===== src/rtl/keypad_box_scanner.sv =====
// Keypad box scanner: drives the 3x3 keypad columns one at a time, synchronises the
// asynchronous rows, debounces every key independently and reports the result as a
// registered, level-valued box[8:0] plus a one-cycle box_changed pulse.
module keypad_box_scanner #(
  parameter int unsigned SCAN_DIV       = 50000,
  parameter int unsigned DEBOUNCE_SCANS = 8
) (
  input  logic       clk,
  input  logic       rst,
  input  logic [2:0] row_n,
  output logic [2:0] col_n,
  output logic [8:0] box,
  output logic       box_changed
);

  localparam int unsigned DwellW = (SCAN_DIV > 1) ? $clog2(SCAN_DIV) : 1;
  localparam int unsigned CntW   = (DEBOUNCE_SCANS > 0) ? $clog2(DEBOUNCE_SCANS + 1) : 1;
  localparam logic [DwellW-1:0] DwellLast = DwellW'(SCAN_DIV - 1);
  localparam logic [CntW-1:0]   CntLast   = CntW'(DEBOUNCE_SCANS - 1);

  typedef enum logic [1:0] {StCol0, StCol1, StCol2} col_state_e;

  col_state_e        state_q, state_d;
  logic [DwellW-1:0] dwell_q, dwell_d;
  logic [2:0]        row_meta_q;
  logic [2:0]        rs_q;
  logic [8:0]        box_q, box_d;
  logic              changed_q, changed_d;
  logic              sample_edge;
  logic [2:0]        col_sel;
  logic [8:0]        flip_vec;

  // Column scan: dwell counter and column sequencing.
  always_comb begin
    state_d     = state_q;
    sample_edge = (dwell_q == DwellLast);
    dwell_d     = sample_edge ? '0 : dwell_q + DwellW'(1);
    col_n       = 3'b110;
    unique case (state_q)
      StCol0: begin
        col_n = 3'b110;
        if (sample_edge) state_d = StCol1;
      end
      StCol1: begin
        col_n = 3'b101;
        if (sample_edge) state_d = StCol2;
      end
      StCol2: begin
        col_n = 3'b011;
        if (sample_edge) state_d = StCol0;
      end
      default: begin
        col_n   = 3'b110;
        state_d = StCol0;
      end
    endcase
  end

  // One-hot (active high) view of the driven column.
  assign col_sel = ~col_n;

  // Per-key debounce; only keys in the driven column are evaluated on the sample edge.
  for (genvar r = 0; r < 3; r++) begin : g_row
    for (genvar c = 0; c < 3; c++) begin : g_col
      logic [CntW-1:0] cnt_q, cnt_d;
      logic            pressed;
      logic            toggle;

      assign pressed = ~rs_q[r];

      // Next counter value and flip decision for this key.
      always_comb begin
        cnt_d  = cnt_q;
        toggle = 1'b0;
        if (sample_edge && col_sel[c]) begin
          if (pressed == box_q[3*r+c]) begin
            cnt_d = '0;
          end else if (cnt_q == CntLast) begin
            cnt_d  = '0;
            toggle = 1'b1;
          end else begin
            cnt_d = cnt_q + CntW'(1);
          end
        end
      end

      // Debounce counter register.
      always_ff @(posedge clk) begin
        if (rst) begin
          cnt_q <= '0;
        end else begin
          cnt_q <= cnt_d;
        end
      end

      assign flip_vec[3*r+c] = toggle;
    end
  end

  // A flip always moves the bit to the sampled value, so XOR is sufficient.
  always_comb begin
    box_d     = box_q ^ flip_vec;
    changed_d = |flip_vec;
  end

  // State, synchroniser and output registers.
  always_ff @(posedge clk) begin
    if (rst) begin
      state_q    <= StCol0;
      dwell_q    <= '0;
      row_meta_q <= 3'b111;
      rs_q       <= 3'b111;
      box_q      <= '0;
      changed_q  <= 1'b0;
    end else begin
      state_q    <= state_d;
      dwell_q    <= dwell_d;
      row_meta_q <= row_n;
      rs_q       <= row_meta_q;
      box_q      <= box_d;
      changed_q  <= changed_d;
    end
  end

  assign box         = box_q;
  assign box_changed = changed_q;

endmodule


===== config.mk =====
export PLATFORM = sky130hd
export DESIGN_NAME = keypad_box_scanner
export DESIGN_NICKNAME = d
export VERILOG_FILES = /design/src/rtl/keypad_box_scanner.sv
export SDC_FILE = /design/constraint.sdc
export NUM_CORES = 1
export LEC_CHECK = 0
export CELL_PAD_IN_SITES_DETAIL_PLACEMENT = 2
export CELL_PAD_IN_SITES_GLOBAL_PLACEMENT = 2
export CORE_ASPECT_RATIO = 1.75
export CORE_UTILIZATION = 25
export DETAILED_ROUTE_END_ITERATION = 8
export DONT_BUFFER_PORTS = 1
export PLACE_DENSITY_LB_ADDON = 0.1
export SETUP_SLACK_MARGIN = 0.2
export SKIP_CTS_REPAIR_TIMING = 1
export SYNTH_ARGS = -nofsm -noshare
export SYNTH_HDL_FRONTEND = slang
export SYNTH_SLANG_ARGS = --single-unit
export TNS_END_PERCENT = 5

===== constraint.sdc =====
create_clock -name clk -period 6.01 [get_ports clk]
set_input_delay 0.601 -clock clk [delete_from_list [all_inputs] [get_ports clk]]
set_output_delay 0.601 -clock clk [all_outputs]
set_load 0.01 [all_outputs]

Word level (Yosys, flattened, before mapping):

Cells that the tools add are included.

* word-level logic and storage cells: 111
* output and inout port bits: 13
* input port bits: 5
* bits in registers: 70

* $add $sub $neg: 10
* bitwise gates (word level): 5
* equal/unequal tests: 24
* reduce and logical (&&, ||, !) cells: 7
* mux-type cells: 50

Operators with widths (count)
* two-way mux 4 bit: 18
* adder 4 x 1 -> 4 bit, second input constant: 9
* equality test 4 x 3 -> 1 bit, second input constant: 9
* two-way mux 1 bit: 27
* adder 16 x 1 -> 16 bit, second input constant: 1
* equality test 16 bit, second input constant: 1
* equality test 1 bit: 9
* OR reduction 9 bit: 1
* XOR 9 bit: 1
* two-way mux 2 bit: 3
* != test 2 bit, second input constant: 3
* one-hot mux 2 bit (3 select lines): 1
* one-hot mux 3 bit (2 select lines): 1
* logical AND 1 bit: 3
* NOT 1 bit: 3
* NOT 3 bit: 1
* AND reduction 3 bit: 1
* equality test 2 x 1 -> 1 bit, second input constant: 1
* equality test 2 bit, second input constant: 1
* zero test 2 bit: 1
* OR reduction 2 bit: 1

Longest topological paths before layout:

* depth in word-level cells: 6
* depth in mapped cells: 8

Worst setup path after synthesis:

OpenSTA, ideal clock, no wires.

* path type: reg2reg
* from: register dwell_q[5]
* to: register box_q[3], in the netlist box[3]
* cell stages (with the launch flop): 7
* setup slack: 3863 ps
* data arrival time: 2019 ps
* setup time: 128 ps
* clock period less this slack: 2147 ps
* path buffers: 1
* required time: 5882 ps
* cells stage by stage: dfxtp_1 or4b_4 or4_1 clkbuf_1 nor3_1 mux2i_1 nor2_1

* cells in the longest elaborated chain, start to end: 4

RTL lines
* start: declaration: RTL line 24 `logic [DwellW-1:0] dwell_q, dwell_d;`
* start signal: assignment: RTL line 117 `dwell_q <= dwell_d;`
* equality test 16 bit: RTL line 36 `sample_edge = (dwell_q == DwellLast);`
* logical AND 1 bit: RTL line 75 `if (sample_edge && col_sel[c]) begin`
* two-way mux 1 bit: RTL line 75
* XOR 9 bit: RTL line 102 `box_d = box_q ^ flip_vec;`
* end signal: assignment: RTL line 120 `box_q <= box_d;`
* end: declaration: RTL line 27 `logic [8:0] box_q, box_d;`

Every way passes these cells.
A chain may end at the register's enable or synchronous reset.

Worst setup path after layout:

* from: register dwell_q[7]
* to: register g_row[0].g_col[0].cnt_q[3]

* cells in the longest elaborated chain, start to end: 2

RTL lines
* equality test 16 bit: RTL line 36
* logical AND 1 bit: RTL line 75
* end signal: assignment: RTL line 92 `cnt_q <= cnt_d;`
* end: declaration: RTL line 65 `logic [CntW-1:0] cnt_q, cnt_d;`

Every way passes these cells.

==> impl_results.md <==
* Outcome: completed
* Global-route wire length before repair at 15800 µm
* CTS Buf Count at 9
* Setup crit start kind: flip-flop
* Congestion Overflow GR at 0
* Post-synth top flop: dfxtp_1
* Worst Clk Skew at around 0.0030 ns
* Final worst slack at around 3.4 ns
* Max VDD drop at between 0.1 and 0.15 mV
* Top cells by area, synth: dfxtp_1 (42%), a21oi_1 (6.6%), ha_1 (5.2%)
* WL per Instance at roughly 17 µm
* Via Count at around 2800
* Post-synth top area share at 41.8%
* 1st-iter DRT viols at between 80 and 90
* Largest net degree at the start of global routing at 57
* Dpl cell area at 3500 µm²
* Worst Max-Slew Pin Slew at ~0.74 ns
* Final instance area at roughly 3800 µm²
* Post-layout nets at roughly 400
* Async set-or-reset flop fraction in the synthesized netlist at 0%
* Root Buffer: clkbuf_16
* Uppermost layer routed: met4
* Most frequent cells in the layout: dfxtp_1 (70), a21oi_1 (44), nor2_1 (30)
* Vias per Instance at 5.05
* DRC Markers at 0
* Final GP Congestion at 0.696
* Critical R2R Launch: dwell_q[7]
* Max Clk Rate at 380 MHz
* DR WL met2 at between 5000 and 6000 µm
* Syn_area_per_cell at 8.69 µm²
* Die Span X at 89.6 µm
* Commonest non-fill, non-tap cell in the layout: dfxtp_1
* CTS tree: done
* Syn nets at about 400
* Minimum clock period at 2.63 ns
* WHS Path Cells at 1
* Arrival time of the worst setup path at 2.90 ns
* Worst Path Required at ~6.3 ns
* Antenna violations before repair at 0
* Ports at 18
* Vias in the first global route at ~3100
* Crit end category: flip-flop
* Total detailed-routing wirelength at 9320 µm
* Gate Count Post-Synth at ~390
* Max cap viols at 0
* Worst-case reg-to-reg path depth at 5
* Row count at 55
* DP Wirelength at 6620 µm
* Crit path kind: flip-flop to flip-flop
* Synth area leader: dfxtp_1
* Share of cells above drive strength 1 at under 10%
* Die Ht at roughly 160 µm
* Hold_ws at ~0.35 ns
* Core Region at around 13000 µm²
* Fin Setup TNS at 0 ns
* Mapped cell area at 3350 µm²
* Register bit total from synthesis at 70
* Max FO, Critical Path at 21
* Clk slew on worst S/H paths at 0.06 ns
* Critical Path Start: dwell_q[7]
* Die Area at between 10000 and 15000 µm²
* Final Hold Fails at 0
* Synth-to-Final Area Change at 14.0%
* EDFF count, synth at 0
* Pre-CTS setup slack at ~3.3 ns
* Endpoints failing setup at 0
* Synthesis Warnings at 0
* Routed metal-1 wirelength at 3680 µm
* RSZ-0062 raised after global routing: false
* Hold Path Class: input port to flip-flop
* Post-Layout Cell Count at roughly 560
* Lkg Pwr at between 0.001 and 0.0015 µW
* Yosys cell types at 39
* Clock Latency Late Sink at roughly 0.33 ns
* Gr usage total at 15.0%
* Post-route ant nets at 0
* CTS max path bufs at 2
* Final period utilization at between 40% and 50%
* Share of the yosys chip area belonging to registers at 41.8%
* Start point of the worst hold path: rst
* Total number of H-tree levels at 3
* Initial Util at approximately a quarter
* Slew headroom at roughly 51%
* 1st-pass router iterations at 4
* TritonCTS Sinks at 70
* Post-Place Cells at approximately 540
* Ant. Diodes at 0
* Pwr/cell area at roughly 280 nW/µm²
* Pins Over Slew Limit at 0
* WL met3 at around 310 µm
* Port Buffer Count at 0
[final timing paths]
path | to | slack (ns)
worst min-delay path | g_row[2].g_col[1].cnt_q[1] | 0.35
worst max register to register | g_row[0].g_col[0].cnt_q[3] | 3.38
worst min register to register | rs_q[2] | 0.41
worst max-delay path | g_row[0].g_col[0].cnt_q[3] | 3.38
[state kept, by name, summed over array words and instances, names as in the netlist]
name and count:
g_row.g_col.cnt_q 36, state_q 2, dwell_q 16, row_meta_q 3, rs_q 3, box 9
box_changed 1
[cell type report]
| cell class | instances | area (µm²) |
|---|---|---|
| flip-flops and latches | 70 | 1400 |
| fillers | 1469 | 9180 |
| clock inverters | 7 | 98.8 |
| inverters | 9 | 33.8 |
| clock buffers | 9 | 225 |
| well taps | 171 | 214 |
| multi-input cells | 289 | 1850 |
[power breakdown]
group	leakage [µW]	total [µW]	switching, µW	internal [µW]
sequential	0.000566	473	5.04	468
clock	0.000144	580	216	364
combinational	0.000569	16.5	9.65	6.82
total	0.00128	1070	231	838
[critical path, cell delays in order, from the launching register on]
cell and delay (ns):
dfxtp_1 0.37, or4b_4 0.57, nor4_2 0.37, nand2b_1 0.48, or4_1 0.64, a21oi_1 0.14
[routing by layer]
| metal | track usage, % | vias up |
|---|---|---|
| li1 | - | 1366 |
| met1 | 15.6 | 1404 |
| met2 | 28.2 | 28 |
| met3 | 3.55 | 7 |
| met4 | 4.76 | 0 |
| met5 | 0 | - |
[cell usage after synthesis (3+ instances only)]
| cell | instances |
|---|---|
| ha_1 | 14 |
| or3_1 | 5 |
| nand3_1 | 24 |
| or2_2 | 8 |
| nand3b_1 | 6 |
| a31oi_1 | 6 |
| clkbuf_1 | 16 |
| nand4b_1 | 15 |
| xor2_1 | 19 |
| and2_1 | 5 |
| or4_1 | 10 |
| dfxtp_1 | 70 |
| mux2i_1 | 3 |
| inv_1 | 9 |
| o21ai_0 | 26 |
| nand2_1 | 26 |
| nor2_1 | 30 |
| a21oi_1 | 44 |
| xnor2_1 | 13 |
| nor3_1 | 5 |
| nand4_1 | 8 |
[cell families (layout without fill, tap and decap cells)]
family,after synthesis,after routing,share of synthesized area (%)
compound gates,83,83,13.3
xor+xnor,32,32,8.36
fa+ha+maj,14,14,5.22
buf+inv,27,25,3.10
flops,70,70,41.8
mux,3,3,0.895
simple gates,157,157,27.3
[metrics by stage]
stage	power, µW	utilization (%)
after detailed placement	500	26.9
final	1070	29.4
after global placement	500	26.9
after floorplan	499	-
after global routing	1110	29.4
after CTS	1090	29.4
(Power assumes the default switching activity.)
